## src/rtl/booth_mult_arbiter.sv

```systemverilog
// Round-robin front end that shares one Booth radix-2 multiplier between two requesters.
// Captures the winner's operands, starts the multiplier, guards it with a watchdog and returns the product.
module booth_mult_arbiter #(
    parameter int WIDTH   = 8,
    parameter int TIMEOUT = 24
) (
    input  logic                 clk,
    input  logic                 rst,
    input  logic                 req0,
    input  logic                 req1,
    input  logic [WIDTH-1:0]     a0,
    input  logic [WIDTH-1:0]     b0,
    input  logic [WIDTH-1:0]     a1,
    input  logic [WIDTH-1:0]     b1,
    output logic                 gnt0,
    output logic                 gnt1,
    output logic                 done0,
    output logic                 done1,
    output logic                 err0,
    output logic                 err1,
    output logic [2*WIDTH-1:0]   prod,
    output logic                 busy,
    output logic                 mul_start,
    output logic [WIDTH-1:0]     mul_m,
    output logic [WIDTH-1:0]     mul_q,
    input  logic                 mul_done,
    input  logic [2*WIDTH-1:0]   mul_prod
);
    // state  | meaning
    // S_IDLE | no operation; arbitrate and capture operands
    // S_ISSUE| one-cycle multiplier start, watchdog cleared
    // S_WAIT | waiting for mul_done, watchdog running
    // S_RESP | done pulse to the winner, product valid

    localparam int CW = $clog2(TIMEOUT + 1);

    typedef enum logic [1:0] {S_IDLE, S_ISSUE, S_WAIT, S_RESP} state_t;

    state_t              r_state, w_state_nxt;
    logic                r_last;
    logic                r_win;
    logic                w_win_sel;
    logic [1:0]          w_sel_oh;
    logic [1:0]          w_win_oh;
    logic [CW-1:0]       r_wdog, w_wdog_nxt, w_wdog_inc;
    logic [1:0]          r_gnt, w_gnt_nxt;
    logic [1:0]          r_done, w_done_nxt;
    logic [1:0]          r_err, w_err_nxt;
    logic                r_start, w_start_nxt;
    logic                r_busy;
    logic                w_latch_ops;
    logic                w_latch_prod;
    logic [2*WIDTH-1:0]  r_prod;
    logic [WIDTH-1:0]    r_m, r_q;

    // On a tie the requester that was not served last wins; a lone request always wins.
    always_comb begin
        if (req0 && req1) begin
            w_win_sel = ~r_last;
        end else begin
            w_win_sel = req1;
        end
    end

    assign w_sel_oh   = w_win_sel ? 2'b10 : 2'b01;
    assign w_win_oh   = r_win ? 2'b10 : 2'b01;
    assign w_wdog_inc = (r_wdog == CW'(TIMEOUT)) ? r_wdog : r_wdog + 1'b1;

    always_comb begin
        w_state_nxt  = r_state;
        w_wdog_nxt   = r_wdog;
        w_gnt_nxt    = r_gnt;
        w_done_nxt   = 2'b00;
        w_err_nxt    = 2'b00;
        w_start_nxt  = 1'b0;
        w_latch_ops  = 1'b0;
        w_latch_prod = 1'b0;
        case (r_state)
            S_IDLE: begin
                if (req0 || req1) begin
                    w_state_nxt = S_ISSUE;
                    w_latch_ops = 1'b1;
                    w_start_nxt = 1'b1;
                    w_gnt_nxt   = w_sel_oh;
                end
            end
            S_ISSUE: begin
                w_state_nxt = S_WAIT;
                w_wdog_nxt  = '0;
            end
            S_WAIT: begin
                w_wdog_nxt = w_wdog_inc;
                // Completion takes priority over a watchdog expiry in the same cycle.
                if (mul_done) begin
                    w_state_nxt  = S_RESP;
                    w_latch_prod = 1'b1;
                    w_done_nxt   = w_win_oh;
                end else if (w_wdog_inc == CW'(TIMEOUT)) begin
                    w_state_nxt = S_IDLE;
                    w_err_nxt   = w_win_oh;
                    w_gnt_nxt   = 2'b00;
                end
            end
            S_RESP: begin
                w_state_nxt = S_IDLE;
                w_gnt_nxt   = 2'b00;
            end
            default: begin
                w_state_nxt = S_IDLE;
                w_gnt_nxt   = 2'b00;
            end
        endcase
    end

    always_ff @(posedge clk) begin
        if (rst) begin
            r_state <= S_IDLE;
            r_last  <= 1'b1;
            r_win   <= 1'b0;
            r_wdog  <= '0;
            r_gnt   <= 2'b00;
            r_done  <= 2'b00;
            r_err   <= 2'b00;
            r_start <= 1'b0;
            r_busy  <= 1'b0;
            r_prod  <= '0;
            r_m     <= '0;
            r_q     <= '0;
        end else begin
            r_state <= w_state_nxt;
            r_wdog  <= w_wdog_nxt;
            r_gnt   <= w_gnt_nxt;
            r_done  <= w_done_nxt;
            r_err   <= w_err_nxt;
            r_start <= w_start_nxt;
            r_busy  <= (w_state_nxt != S_IDLE);
            if (w_latch_ops) begin
                r_win  <= w_win_sel;
                r_last <= w_win_sel;
                r_m    <= w_win_sel ? a1 : a0;
                r_q    <= w_win_sel ? b1 : b0;
            end
            if (w_latch_prod) begin
                r_prod <= mul_prod;
            end
        end
    end

    assign gnt0      = r_gnt[0];
    assign gnt1      = r_gnt[1];
    assign done0     = r_done[0];
    assign done1     = r_done[1];
    assign err0      = r_err[0];
    assign err1      = r_err[1];
    assign prod      = r_prod;
    assign busy      = r_busy;
    assign mul_start = r_start;
    assign mul_m     = r_m;
    assign mul_q     = r_q;

endmodule

```

## config.mk

```make
export PLATFORM = sky130hd
export DESIGN_NAME = booth_mult_arbiter
export DESIGN_NICKNAME = d
export VERILOG_FILES = /design/src/rtl/booth_mult_arbiter.sv
export SDC_FILE = /design/constraint.sdc
export NUM_CORES = 1
export LEC_CHECK = 0
export CAP_MARGIN = 10
export CORE_ASPECT_RATIO = 2
export CORE_UTILIZATION = 40
export DETAILED_ROUTE_END_ITERATION = 8
export PLACE_DENSITY_LB_ADDON = 0.12
export REMOVE_ABC_BUFFERS = 1
export SLEW_MARGIN = 20
export SYNTH_ARGS = -nofsm -noshare
export SYNTH_HDL_FRONTEND = slang
export SYNTH_SLANG_ARGS = --single-unit
```

## constraint.sdc

```tcl
create_clock -name clk -period 2.06 [get_ports clk]
set_input_delay 0.515 -clock clk [delete_from_list [all_inputs] [get_ports clk]]
set_output_delay 0.515 -clock clk [all_outputs]
set_load 0.05 [all_outputs]
```

* Yosys cells after proc, flatten, opt, wreduce, memory -nomap -nowiden
Index checks and enable logic that the tools add are counted.
Storage, ports and cells: logic and storage cells 53, output and inout port bits 40, RAM bits 0, bits in read-only memories 0, flip-flop bits (word level) 49, memories kept 0, latch bits 0
Operators by class: $add $sub $neg 1, shift-type cells 0, bitwise operators 4, multipliers 0, order comparisons 0, equal/unequal tests 8, divide/modulo/power cells 0, muxes and demuxes 19, reduce and logical (&&, ||, !) cells 9
Operators with widths (count):
- $mux W2 | 8
- $mux W8 | 2
- $eq A5 B5 Y1 const B | 2
- $pmux W5 S2 | 1
- $pmux W2 S4 | 1
- $ne A2 B2 Y1 const B | 3
- $pmux W2 S3 | 1
- $add A5 B1 Y5 const B | 1
- $mux W1 | 5
- $mux W5 | 1
- $eq A2 B2 Y1 const B | 2
- $not A1 Y1 | 4
- $reduce_and A4 Y1 | 1
- $reduce_bool A2 Y1 | 2
- $reduce_or A4 Y1 | 1
- $reduce_bool A3 Y1 | 1
- $reduce_or A3 Y1 | 1
- $eq A2 B1 Y1 const B | 1
- $logic_not A2 Y1 | 1
- $logic_and A1 B1 Y1 | 1
- $logic_or A1 B1 Y1 | 1

* Depth between registers and ports, before layout
depth after elaboration 7, gate-level depth with buffers 8

* Least setup slack after synthesis
OpenSTA, ideal clock, no wires.
path type register to register, start reg r_state[0], end reg r_prod[12] (netlist: prod[12]), arrival time 1569 ps, period minus slack after synthesis 1639 ps, path buffers 2, cell stages (with the launch flop) 9, path slack 421 ps, setup time 71 ps, cells stage by stage dfxtp_1 > inv_1 > ha_1 > clkbuf_1 > inv_1 > nor2_1 > buf_2 > nand2_1 > a21oi_1
On the way: cells in the longest elaborated chain, start to end 2
Ends and longest elaborated chain:
- from (decl) | line 39 | state_t r_state, w_state_nxt;
- from (signal assigned) | line 130 | r_state <= w_state_nxt;
- $eq A2 B2 Y1 | line 78 | case (r_state)
- $mux W1 | line 78
- to (signal assigned) | line 144 | r_prod <= mul_prod;
- to (decl) | line 53 | logic [2*WIDTH-1:0] r_prod;
Every way passes these cells. A chain may end at the register's enable or synchronous reset.

* Worst setup path after layout
start reg r_q[4] (netlist: mul_q[4]), end out mul_q[4]
RTL lines:
- from (decl) | line 54 | logic [WIDTH-1:0] r_m, r_q;
- from (signal assigned) | line 141 | r_q <= w_win_sel ? b1 : b0;
- to (decl) | line 25 | output logic [WIDTH-1:0] mul_q,
No word-level cell between the ends.

==> impl_metrics.yaml <==
outcome:
  outcome: "completed"
job:
  maxCapViolations: 0
critical_path:
  cp.depth: 1
  critPathBufInv: 1
  timing.rr.end: "busy"
  cp_top_family: "buffers and inverters"
  cp-start-kind: "flip-flop"
  critPathKind: "flip-flop to output port"
  ff2ff_setup_slack_ns: 0.20
  critical_path.cell_chain: "clkdlybuf4s50_1"
  cp_slowest_cell: "clkdlybuf4s50_1"
  cp-end-kind: "output port"
  cpPeakStageDelay_ns: 0.81
  cp.required_ns: 1.54
  critPathMaxFanout: 2
  rr_worst_depth: 7
  worst_r2r_startpoint: "r_wdog[0]"
  crit_arrival_ns: 1.46
logic_synthesis:
  synthCells: 249
  ys_types: 35
  synth_area_per_cell_um2: 8.63
  synth_edf_count: 0
  synth_seq_cells: 49
  synthArstFlopShare_pct: 0
  syn_area_mm2: 0.00215
  synth_ff_type: "dfxtp_1"
  yosysSeqAreaShare_pct: 45.6
  synth.yosys.warnings: 0
clocking:
  htreeDepth: 2
  cts_setup_buffers: 0
  clkTransAtPathRegs_ns: 0.09
  clk_latency_ns: 0.30
  clock_sinks: 49
  cts_tree: "yes"
  cts_buffers: 5
  post_cts_resized: 0
  clockRootBuffer: "clkbuf_8"
  holdBufCountCts: 0
  cts_buffer_depth: 2
power_and_ir_drop:
  pwr-share-comb_pct: 38.6
  switchingPower_mw: 1.05
  p_int_mw: 1.71
  seqPwrFrac_pct: 40.7
  power_mw: 2.76
  clock_power_share_pct: 20.8
  pwr_density_cell_mw_per_mm2: 863
  ir_drop_mv: 0.639
  swShare_pct: 38.0
  cellLeakagePower_nw: 1.20
drt:
  routedWlPerCell_um: 12.7
  wl_met1_um: 1890
  routed-wl-met3_um: 286
  vias: 1989
  avgViaCountPerCell: 5.02
  totalWireLength_um: 5040
  ant_nets: 0
  top_layer_used: "met4"
  first_iter_violations: 59
  firstDrtPassIters: 6
  drcViolationCount: 0
  wl_met2_um: 2770
timing:
  worst_slack_ns: 0.0824
  worst_pin_slew_ns: 0.593
  skew_ns: 0.00974
  final.min_clock_period_ns: 1.98
  hold_viol_final: 0
  holdWs_ns: 0.457
  setup_violations: 0
  clock.fmax_ghz: 0.506
  rsz0062_at_grt: "false"
  period_share_pct: 96.0
  tns_ns: 0
  finalMaxSlewViolations: 0
  relSlewSlack_pct: 60.4
final_layout:
  drive_gt1_share_pct: 7.69
  diodes: 0
  final_common_cell: "clkdlybuf4s50_1"
  fin_nets: 397
  fin_cells: 396
  area_growth_pct: 48.9
  final_util_pct: 62.3
  post-route-cell-area_mm2: 0.00320
  mostFrequentLayoutCells: "clkdlybuf4s50_1, dfxtp_1, nand2_1, nor2_1, a21oi_1"
  fill_cells: 460
global_route:
  track_usage_pct: 19.2
  antenna_found_initial: 0
  grt-ovfl-total: 0
  grt_pass1_wl_um: 8180
  grt_pass1_vias: 1920
  grt_max_degree: 33
floorplan:
  initial_core_util_pct: 41.8
  die_h_um: 106
  die_area_mm2: 0.00569
  core-area_mm2: 0.00514
  die_w_um: 53.8
  rows: 37
  pin_count: 93
place:
  port_buffers: 92
  dp.cells: 388
  dp_slack_ns: 0.104
  placed_cell_area_mm2: 0.00311
  gp_congestion: 0.876
  dp_hpwl_um: 3720
worst_hold_path:
  hp-start: "prod[11]"
  min_to: "prod[11]"
  hold_class: "flip-flop to flip-flop"
  worstHoldPathCells: 2
==> power by group through the flow <==
stage	Sequential, mW	Clock (mW)	Combinational, mW
after floorplan	1.46	0	0.344
after global placement	1.14	0	1.06
after detailed placement	1.14	0	1.07
after CTS	1.12	0.594	1.08
after global routing	1.14	0.624	1.15
final	1.12	0.573	1.06
==> cells in the mapped netlist, types with 2 or more instances <==
cell      number  share of area (%)
a211oi_1      16                5.6
nor3_1         4               0.93
nand2b_1       4                1.2
nand3_1        3               0.70
mux2i_1       18                8.4
clkbuf_1       9                1.6
buf_1          2               0.35
buf_2          2               0.47
a22oi_1        2               0.70
dfxtp_1       49                 46
inv_1          7                1.2
nand2_1       43                7.5
o21ai_0        7                1.6
buf_4          2               0.70
a31oi_1        2               0.58
nor2b_1        4                1.2
a21oi_1       23                5.4
a21boi_0       2               0.70
nor2_1        28                4.9
ha_1           7                4.1
==> worst reg2reg max path, cell delays in order, from the launching register on <==
cell	delay, ns
dfxtp_1	0.39
inv_1	0.10
ha_1	0.23
a21boi_0	0.20
o32ai_1	0.14
a41oi_2	0.34
o21ai_0	0.15
a31oi_1	0.24
==> sequential cells by signal, indices dropped and copies added, names as in the netlist <==
register / count
r_win: 1
mul_start: 1
r_err: 2
r_state: 2
mul_q: 8
r_last: 1
busy: 1
mul_m: 8
r_gnt: 2
prod: 16
r_wdog: 5
r_done: 2
==> metal layers <==
metal,up-vias,track usage [%]
met4,0,7.14
met3,7,4.47
li1,1029,-
met5,-,0
met2,74,35.4
met1,879,19.2
==> cell type report <==
cell class	instances	area, um^2	share of cell area [%]
timing repair buffer	97	963	30.1
clock buffer	6	72.6	2.27
inverter	7	26.3	0.821
tap	58	72.6	2.27
sequential	49	981	30.6
multi-input combinational	177	1070	33.5
clock inverter	2	13.8	0.430
==> worst max-delay path by stage <==
stage	startpoint	to	slack (ns)
floorplan	req1	mul_m[0]	-0.90
global placement	req1	mul_m[5]	0.14
detailed placement	req0	mul_q[6]	0.10
CTS	r_gnt[1]	gnt1	0.06
global route	r_gnt[1]	gnt1	0.03
finish	mul_q[4]	mul_q[4]	0.08
==> kinds of logic (layout without fill, tap and decap cells) <==
logic type	Yosys count	in the layout	share of synthesized area (%)
muxes	18	18	8.38
and+or+nand+nor	90	90	17.7
xor gates and xnor gates	2	2	0.815
adders and majority gates	7	7	4.07
buffers and inverters	23	112	4.83
AOI/OAI and AO/OA	60	60	18.6
DFF	49	49	45.6
Power figures use the tool's default switching activity.
